File: src/rtl/ucode_loader.sv
// ucode_loader: receives a byte-stream microcode frame over valid/ready and
// issues word writes into the control store. The CPU is held from reset until
// a frame whose checksum matches has been fully loaded.
module ucode_loader #(
  parameter int P_LOG_MEMSIZE    = 4,
  parameter int P_NUM_D_CTRLBITS = 5,
  parameter int P_NUM_C_CTRLBITS = 2,
  localparam int W = P_LOG_MEMSIZE + P_NUM_C_CTRLBITS + P_NUM_D_CTRLBITS
) (
  input  logic                     clk,
  input  logic                     rst,
  input  logic [7:0]               in_data,
  input  logic                     in_valid,
  output logic                     in_ready,
  output logic                     mem_we,
  output logic [P_LOG_MEMSIZE-1:0] mem_waddr,
  output logic [W-1:0]             mem_wdata,
  output logic                     cpu_hold,
  output logic                     done,
  output logic                     err
);

  // Remaining-word counter needs one extra bit so that N = 0 can mean 2^L.
  localparam int CW = P_LOG_MEMSIZE + 1;

  typedef enum logic [2:0] {
    S_IDLE,
    S_LO,
    S_HI,
    S_CSUM,
    S_FIN
  } state_t;

  state_t                   state_q, state_d;
  logic [CW-1:0]            remaining_q, remaining_d;
  logic [P_LOG_MEMSIZE-1:0] addr_q, addr_d;
  logic [7:0]               csum_q, csum_d;
  logic [7:0]               lo_q, lo_d;
  logic                     mem_we_q, mem_we_d;
  logic [P_LOG_MEMSIZE-1:0] mem_waddr_q, mem_waddr_d;
  logic [W-1:0]             mem_wdata_q, mem_wdata_d;
  logic                     cpu_hold_q, cpu_hold_d;
  logic                     done_q, done_d;
  logic                     err_q, err_d;

  logic                     accept;
  logic [P_LOG_MEMSIZE-1:0] hdr_n;

  // FIN is the only state that refuses bytes; it gives the result one cycle.
  assign in_ready = (state_q != S_FIN);
  assign accept   = in_valid & in_ready;
  assign hdr_n    = in_data[P_LOG_MEMSIZE-1:0];

  assign mem_we    = mem_we_q;
  assign mem_waddr = mem_waddr_q;
  assign mem_wdata = mem_wdata_q;
  assign cpu_hold  = cpu_hold_q;
  assign done      = done_q;
  assign err       = err_q;

  // Next-state and registered-output computation for the frame parser.
  always_comb begin
    state_d     = state_q;
    remaining_d = remaining_q;
    addr_d      = addr_q;
    csum_d      = csum_q;
    lo_d        = lo_q;
    mem_we_d    = 1'b0;
    mem_waddr_d = mem_waddr_q;
    mem_wdata_d = mem_wdata_q;
    cpu_hold_d  = cpu_hold_q;
    done_d      = 1'b0;
    err_d       = err_q;

    case (state_q)
      S_IDLE: begin
        if (accept) begin
          // Header: a zero count addresses the whole store.
          if (hdr_n == '0) begin
            remaining_d = {1'b1, {P_LOG_MEMSIZE{1'b0}}};
          end else begin
            remaining_d = {1'b0, hdr_n};
          end
          addr_d     = '0;
          csum_d     = in_data;
          cpu_hold_d = 1'b1;
          err_d      = 1'b0;
          state_d    = S_LO;
        end
      end
      S_LO: begin
        if (accept) begin
          lo_d    = in_data;
          csum_d  = csum_q ^ in_data;
          state_d = S_HI;
        end
      end
      S_HI: begin
        if (accept) begin
          // Write is issued regardless of the eventual checksum outcome.
          mem_we_d    = 1'b1;
          mem_waddr_d = addr_q;
          mem_wdata_d = W'({in_data, lo_q});
          csum_d      = csum_q ^ in_data;
          addr_d      = addr_q + P_LOG_MEMSIZE'(1);
          remaining_d = remaining_q - CW'(1);
          state_d     = (remaining_d != '0) ? S_LO : S_CSUM;
        end
      end
      S_CSUM: begin
        if (accept) begin
          if (in_data == csum_q) begin
            done_d     = 1'b1;
            cpu_hold_d = 1'b0;
          end else begin
            err_d = 1'b1;
          end
          state_d = S_FIN;
        end
      end
      S_FIN: begin
        state_d = S_IDLE;
      end
      default: begin
        state_d = S_IDLE;
      end
    endcase
  end

  // State and output registers; active-low synchronous reset wins over any handshake.
  always_ff @(posedge clk) begin
    if (!rst) begin
      state_q     <= S_IDLE;
      remaining_q <= '0;
      addr_q      <= '0;
      csum_q      <= '0;
      lo_q        <= '0;
      mem_we_q    <= 1'b0;
      mem_waddr_q <= '0;
      mem_wdata_q <= '0;
      cpu_hold_q  <= 1'b1;
      done_q      <= 1'b0;
      err_q       <= 1'b0;
    end else begin
      state_q     <= state_d;
      remaining_q <= remaining_d;
      addr_q      <= addr_d;
      csum_q      <= csum_d;
      lo_q        <= lo_d;
      mem_we_q    <= mem_we_d;
      mem_waddr_q <= mem_waddr_d;
      mem_wdata_q <= mem_wdata_d;
      cpu_hold_q  <= cpu_hold_d;
      done_q      <= done_d;
      err_q       <= err_d;
    end
  end

endmodule

File: config.mk
export PLATFORM = sky130hd
export DESIGN_NAME = ucode_loader
export DESIGN_NICKNAME = d
export VERILOG_FILES = /design/src/rtl/ucode_loader.sv
export SDC_FILE = /design/constraint.sdc
export NUM_CORES = 1
export LEC_CHECK = 0
export BUFFER_PORTS_ARGS = -buffer_cell sky130_fd_sc_hd__buf_2
export CORE_MARGIN = 2
export CORE_UTILIZATION = 30
export DETAILED_ROUTE_END_ITERATION = 8
export PLACE_DENSITY = 0.59
export SLEW_MARGIN = 15
export SYNTH_ARGS = -nofsm -noshare
export SYNTH_HDL_FRONTEND = slang
export SYNTH_SLANG_ARGS = --single-unit
export TNS_END_PERCENT = 50
File: constraint.sdc
create_clock -name clk -period 1.78 [get_ports clk]
set_clock_uncertainty 0.2 [all_clocks]
set_input_delay 0.267 -clock clk [delete_from_list [all_inputs] [get_ports clk]]
set_output_delay 0.267 -clock clk [all_outputs]
set_load 0.02 [all_outputs]
==> qor.yml, run 1 <==
status: "complete, no violations"
p_seq_share_pct: 53.0
fin_util_pct: 37.58
max_freq_mhz: 587.3
clockRootBuffer: "clkbuf_8"
layout.nets: 315
critPathSlowestCell: "dfxtp_1"
clk-insertion-delay-late_ns: 0.30
wire_per_inst_um: 12.30
place.gp.congestion: 0.7822
drtIter0Drc: 81
post-route-min-period_ns: 1.703
cts_max_level: 2
yosysSeqAreaShare_pct: 42.53
syn_area_um2: 2212
grt_pass1_vias: 1723
post-place-ws_ns: -0.02307
avgSynthCellArea_um2: 8.607
diodes: 0
power_frac_comb_pct: 17.8
required_ns: 1.81
hold_start: "in_data[4]"
finalPower_mw: 2.136
p_sw_share_pct: 27.35
worstReg2RegEnd: "state_q[1]"
timing.critical_path.to_type: "register"
start_kind: "register"
reg2reg_from: "state_q[1]"
path_delay_family: "simple AND/OR/NAND/NOR gates"
drive_gt1_share_pct: 25.25
yosysTopAreaCell: "dfxtp_1"
hpwl_um: 3616
area_growth_pct: 22.57
start_util_pct: 30.66
grt_max_degree: 36
io-pin-count: 31
grt_pass1_wl_um: 8307
grt_usage_pct: 12.66
syn_inst: 257
crit_buf_inv: 0
internal_power_mw: 1.552
yosys_warnings: 0
setup_viol: 0
path_clk_slew_ns: 0.09
grt-ovfl-total: 0
crit_fanout: 6
antenna_left: 0
coreArea_um2: 7214
fp.dieH_um: 89.87
die_area_um2: 8077
syn_nets: 271
rsz0062_at_grt: "no"
arrival_ns: 1.73
power_leakage_nw: 1.087
power_density_nw_per_um2: 787.9
peakVddDrop_mv: 0.2442
antenna_found_initial: 0
firstDrtPassIters: 4
hold_violations: 0
p_switching_uw: 584.2
synth_top_area_share_pct: 42.53
hold_path.class: "primary input to register"
fp.dieW_um: 89.87
path_cells: "nor3b_4 > nand3_1 > o311a_1 > nor3_2"
hold_buffers: 0
ys_ff_latch: 47
num_vias: 1859
max_slew_margin_pct: 76.65
synth.distinct_cells: 43
fin_setup_tns_ns: 0
wl_um: 4918
finalMaxSlewViolations: 0
reg2reg_slack_ns: 0.08
worstSetupPathType: "register to register"
holdWs_ns: 0.04691
worstHoldEndpoint: "lo_q[4]"
fin_crit_sh_pct: 95.65
worst_slack_ns: 0.07734
cts_max_path_buffers: 2
clkPwrFrac_pct: 29.2
cts_tree: "built"
avgViaCountPerCell: 4.648
r2r_cells: 4
cap_violations: 0
num_rows: 31
io_buffers: 30
worst_slew_pin_slew_ns: 0.3471
netlist_top_cells_area: "dfxtp_1, nand2_1, xor2_1, a21boi_0, a21boi_1"
cts-buffers-inserted: 5
clock_sinks: 47
hold_depth: 3
max_stage_delay_ns: 0.45
drc: 0
## stage by stage
step / area [µm²] / std cells
after detailed placement: 2587 / 393
after CTS: 2674 / 400
after floorplan: 2212 / 257
after global placement: 2587 / 393
final: 2711 / 400
after global routing: 2711 / 400
## layout by cell type (no fill, tap or decap), drive strengths merged, types with 2 or more instances in the layout
cell	instances
o221a	2
clkbuf	5
nor2	8
ha	3
xor2	18
a21boi	26
xnor2	2
nor3b	3
buf	54
nor4	2
nor3	3
o211ai	2
nand2b	3
clkinv	2
nor2b	4
or2	2
inv	4
a22oi	2
dfxtp	47
nand3	6
a21oi	2
o21ai	13
nand2	64
and2	10
## synthesized netlist by cell type
master     count
a21boi_0      17
a21boi_1       9
a21oi_1        2
a22oi_1        2
a31o_2         1
a31oi_1        1
and2_1        10
and3_1         1
and4bb_2       1
buf_2          5
buf_4          1
buf_6          4
clkbuf_1       7
dfxtp_1       47
ha_1           3
inv_1          4
mux2_2         1
mux2i_1        1
nand2_1       64
nand2b_1       3
nand3_1        6
nand3b_1       1
nand4_1        1
nand4bb_1      1
nor2_1         8
nor2b_1        4
nor3_1         2
nor3_2         1
nor3b_1        1
nor3b_2        1
nor3b_4        1
nor4_1         2
o211a_1        1
o211ai_1       2
o21ai_0       13
o221a_2        2
o311a_1        1
o41ai_1        1
or2_2          2
or4_1          1
or4b_1         1
xnor2_1        2
xor2_1        18
## power by group through the flow
stage,sequential (mW),clock (mW),combinational [mW]
2_1_floorplan,1.16,0,0.236
3_3_place_gp,1.15,0,0.357
3_5_place_dp,1.16,0,0.363
4_1_cts,1.13,0.649,0.368
5_1_grt,1.14,0.686,0.426
6_report,1.13,0.623,0.380
## worst reg2reg max path: cells and delay by family, from the launching register on
kind / cells / cell delay (ns)
flip-flops: 1 / 0.45
AND/OR/NAND/NOR: 3 / 0.61
AO/OA/AOI/OAI: 1 / 0.38
## flip-flops by register name, summed over array words and instances (netlist names)
register / cells
addr_q: 4
cpu_hold: 1
csum_q: 8
done: 1
err: 1
lo_q: 8
mem_waddr: 4
mem_wdata: 11
mem_we: 1
remaining_q: 5
state_q: 3
## timing repair
item | 4_1_cts | 5_1_grt
endpoints found under the setup margin | 7 | 9
buffers inserted | 0 | 0
resized for setup | 1 | 8
## cells by family after synthesis
| group | after synthesis | synth area share, % |
|---|---|---|
| AO/OA/AOI/OAI | 52 | 16.57 |
| multiplexers | 2 | 0.9615 |
| XOR/XNOR | 20 | 7.919 |
| AND/OR/NAND/NOR | 112 | 24.94 |
| flip-flops | 47 | 42.53 |
| buffers and inverters | 21 | 5.373 |
| adder cells (fa/ha/maj) | 3 | 1.697 |
## layout make-up
cell class	count	area (µm²)
Clock buffer	5	68.82
Inverter	4	15.01
Sequential cell	47	942.2
Timing Repair Buffer	54	359.1
Fill cell	795	4503
Clock inverter	2	13.76
Multi-Input combinational cell	189	1189
Tap cell	99	123.9
## how the worst max path moves through the flow
stage	start	end	depth (start not counted)
after floorplan	remaining_q[0]	state_q[1]	6
after detailed placement	state_q[2]	csum_q[2]	4
after CTS	state_q[2]	csum_q[2]	6
after global placement	state_q[2]	csum_q[3]	4
after global routing	state_q[0]	state_q[1]	5
final	state_q[1]	state_q[1]	4
## metal layers
| metal | GRT usage, % | up-vias | share of wire, % |
|---|---|---|---|
| li1 | - | 941 | - |
| met3 | 2.934 | 2 | 3.5 |
| met1 | 16.17 | 887 | 47 |
| met5 | 0 | - | 0 |
| met2 | 20.58 | 29 | 48 |
| met4 | 5.385 | 0 | 1.1 |
No activity file was read; power rests on OpenSTA's default activity.
==> run 2, diff against run 1 <==
--- a/config.mk
+++ b/config.mk
@@ -10,6 +10,7 @@
 export CORE_UTILIZATION = 30
 export DETAILED_ROUTE_END_ITERATION = 8
 export PLACE_DENSITY = 0.59
+export RECOVER_POWER = 25
 export SLEW_MARGIN = 15
 export SYNTH_ARGS = -nofsm -noshare
 export SYNTH_HDL_FRONTEND = slang
==> qor.yml, run 2 (synthesis results as in run 1) <==
place.gp.congestion: 0.7822
mostFrequentLayoutCells: "nand2_1, dfxtp_1, buf_4"
wl_um: 4937
fin_crit_sh_pct: 95.65
timing.critical_path.to_type: "register"
avgViaCountPerCell: 4.650
finalPower_mw: 2.136
grt_usage_pct: 12.66
hold_depth: 3
fin_setup_tns_ns: 0
worst_slack_ns: 0.07734
num_rows: 31
hold_buffers: 0
largest_reg_flops: 11
status: "complete, no violations"
critPathSlowestCell: "dfxtp_1"
cts-buffers-inserted: 5
grt_pass1_vias: 1723
layout_commonest_cell: "nand2_1"
firstDrtPassIters: 4
cts_tree: "built"
regArea_um2: 942.2
rsz0062_at_grt: "no"
fp.dieW_um: 89.87
setup_viol: 0
post-place-ws_ns: -0.02307
drive_gt1_share_pct: 20.60
worst_slew_pin_slew_ns: 0.3471
cap_violations: 0
diodes: 0
grt-ovfl-total: 0
start_kind: "register"
path_depth: 4
max_freq_mhz: 587.3
layout.nets: 315
area_growth_pct: 21.78
arrival_ns: 1.73
cts_max_path_buffers: 2
io_buffers: 30
wire_per_inst_um: 12.34
power_density_nw_per_um2: 792.9
clock_sinks: 47
die_area_um2: 8077
grt_pass1_wl_um: 8307
hpwl_um: 3616
path_clk_slew_ns: 0.09
drc: 0
hold_violations: 0
io-pin-count: 31
start_util_pct: 30.66
peakVddDrop_mv: 0.2442
cts_setup_buffers: 0
nFillCells: 796
clk-insertion-delay-late_ns: 0.30
crit_fanout: 6
antenna_left: 0
multi_input_area_um2: 1189
crit_buf_inv: 0
fp.dieH_um: 89.87
path_cells: "nor3b_4 > nand3_1 > o311a_1 > nor3_2"
hold_path.class: "primary input to register"
worstSetupPathType: "register to register"
finalMaxSlewViolations: 0
antenna_found_initial: 0
num_vias: 1860
path_delay_family: "simple AND/OR/NAND/NOR gates"
r2r_cells: 4
required_ns: 1.81
grt_max_degree: 36
power_leakage_nw: 1.026
drtIter0Drc: 82
post-route-min-period_ns: 1.703
cts_max_level: 2
clockRootBuffer: "clkbuf_8"
coreArea_um2: 7214
max_slew_margin_pct: 76.65
max_stage_delay_ns: 0.45
-- run 2: area by class of cell --
type                       instances  share of cell area, %
clock buffer                       5                  2.555
clock inverter                     2                 0.5109
inverter                           4                 0.5574
multi-input combinational        189                  44.12
sequential                        47                  34.97
tap                               99                  4.598
timing repair buffer              54                  12.68
-- run 2: per-stage QoR --
step	utilization [%]	cell area (µm²)	hold slack, ns	cells
global route	37.34	2694	0.05408	400
global placement	35.87	2587	0.2385	393
floorplan	-	2212	0.2019	257
CTS	37.06	2674	0.03942	400
detailed placement	35.87	2587	0.2430	393
finish	37.34	2694	0.04675	400
-- run 2: repair_timing --
action,in CTS,in global routing
cloned,0,0
resized for setup,1,8
setup endpoints to repair,7,9
-- run 2: path summary, 6_finish.rpt --
check | start | to | slack (ns)
worst max-delay path | state_q[1] | state_q[1] | 0.08
worst min-delay path | in_data[4] | lo_q[4] | 0.05
worst max register to register | state_q[1] | state_q[1] | 0.08
worst min register to register | mem_waddr[2] | mem_waddr[2] | 0.25
-- run 2: layer usage --
layer / GRT usage, % / vias to the layer above / wire, µm
li1: - / 941 / -
met1: 16.17 / 888 / 2346
met2: 20.58 / 29 / 2361
met3: 2.934 / 2 / 174
met4: 5.385 / 0 / 55
met5: 0 / - / 0
-- run 2: worst min-delay path, stage by stage --
cell and delay, ns:
buf_2 0.12, nand2_1 0.05, a21boi_0 0.06
-- run 2: power breakdown --
| group | internal, mW | switching (mW) |
|---|---|---|
| Clock | 0.269 | 0.354 |
| Sequential | 1.10 | 0.0356 |
| Combinational | 0.185 | 0.195 |
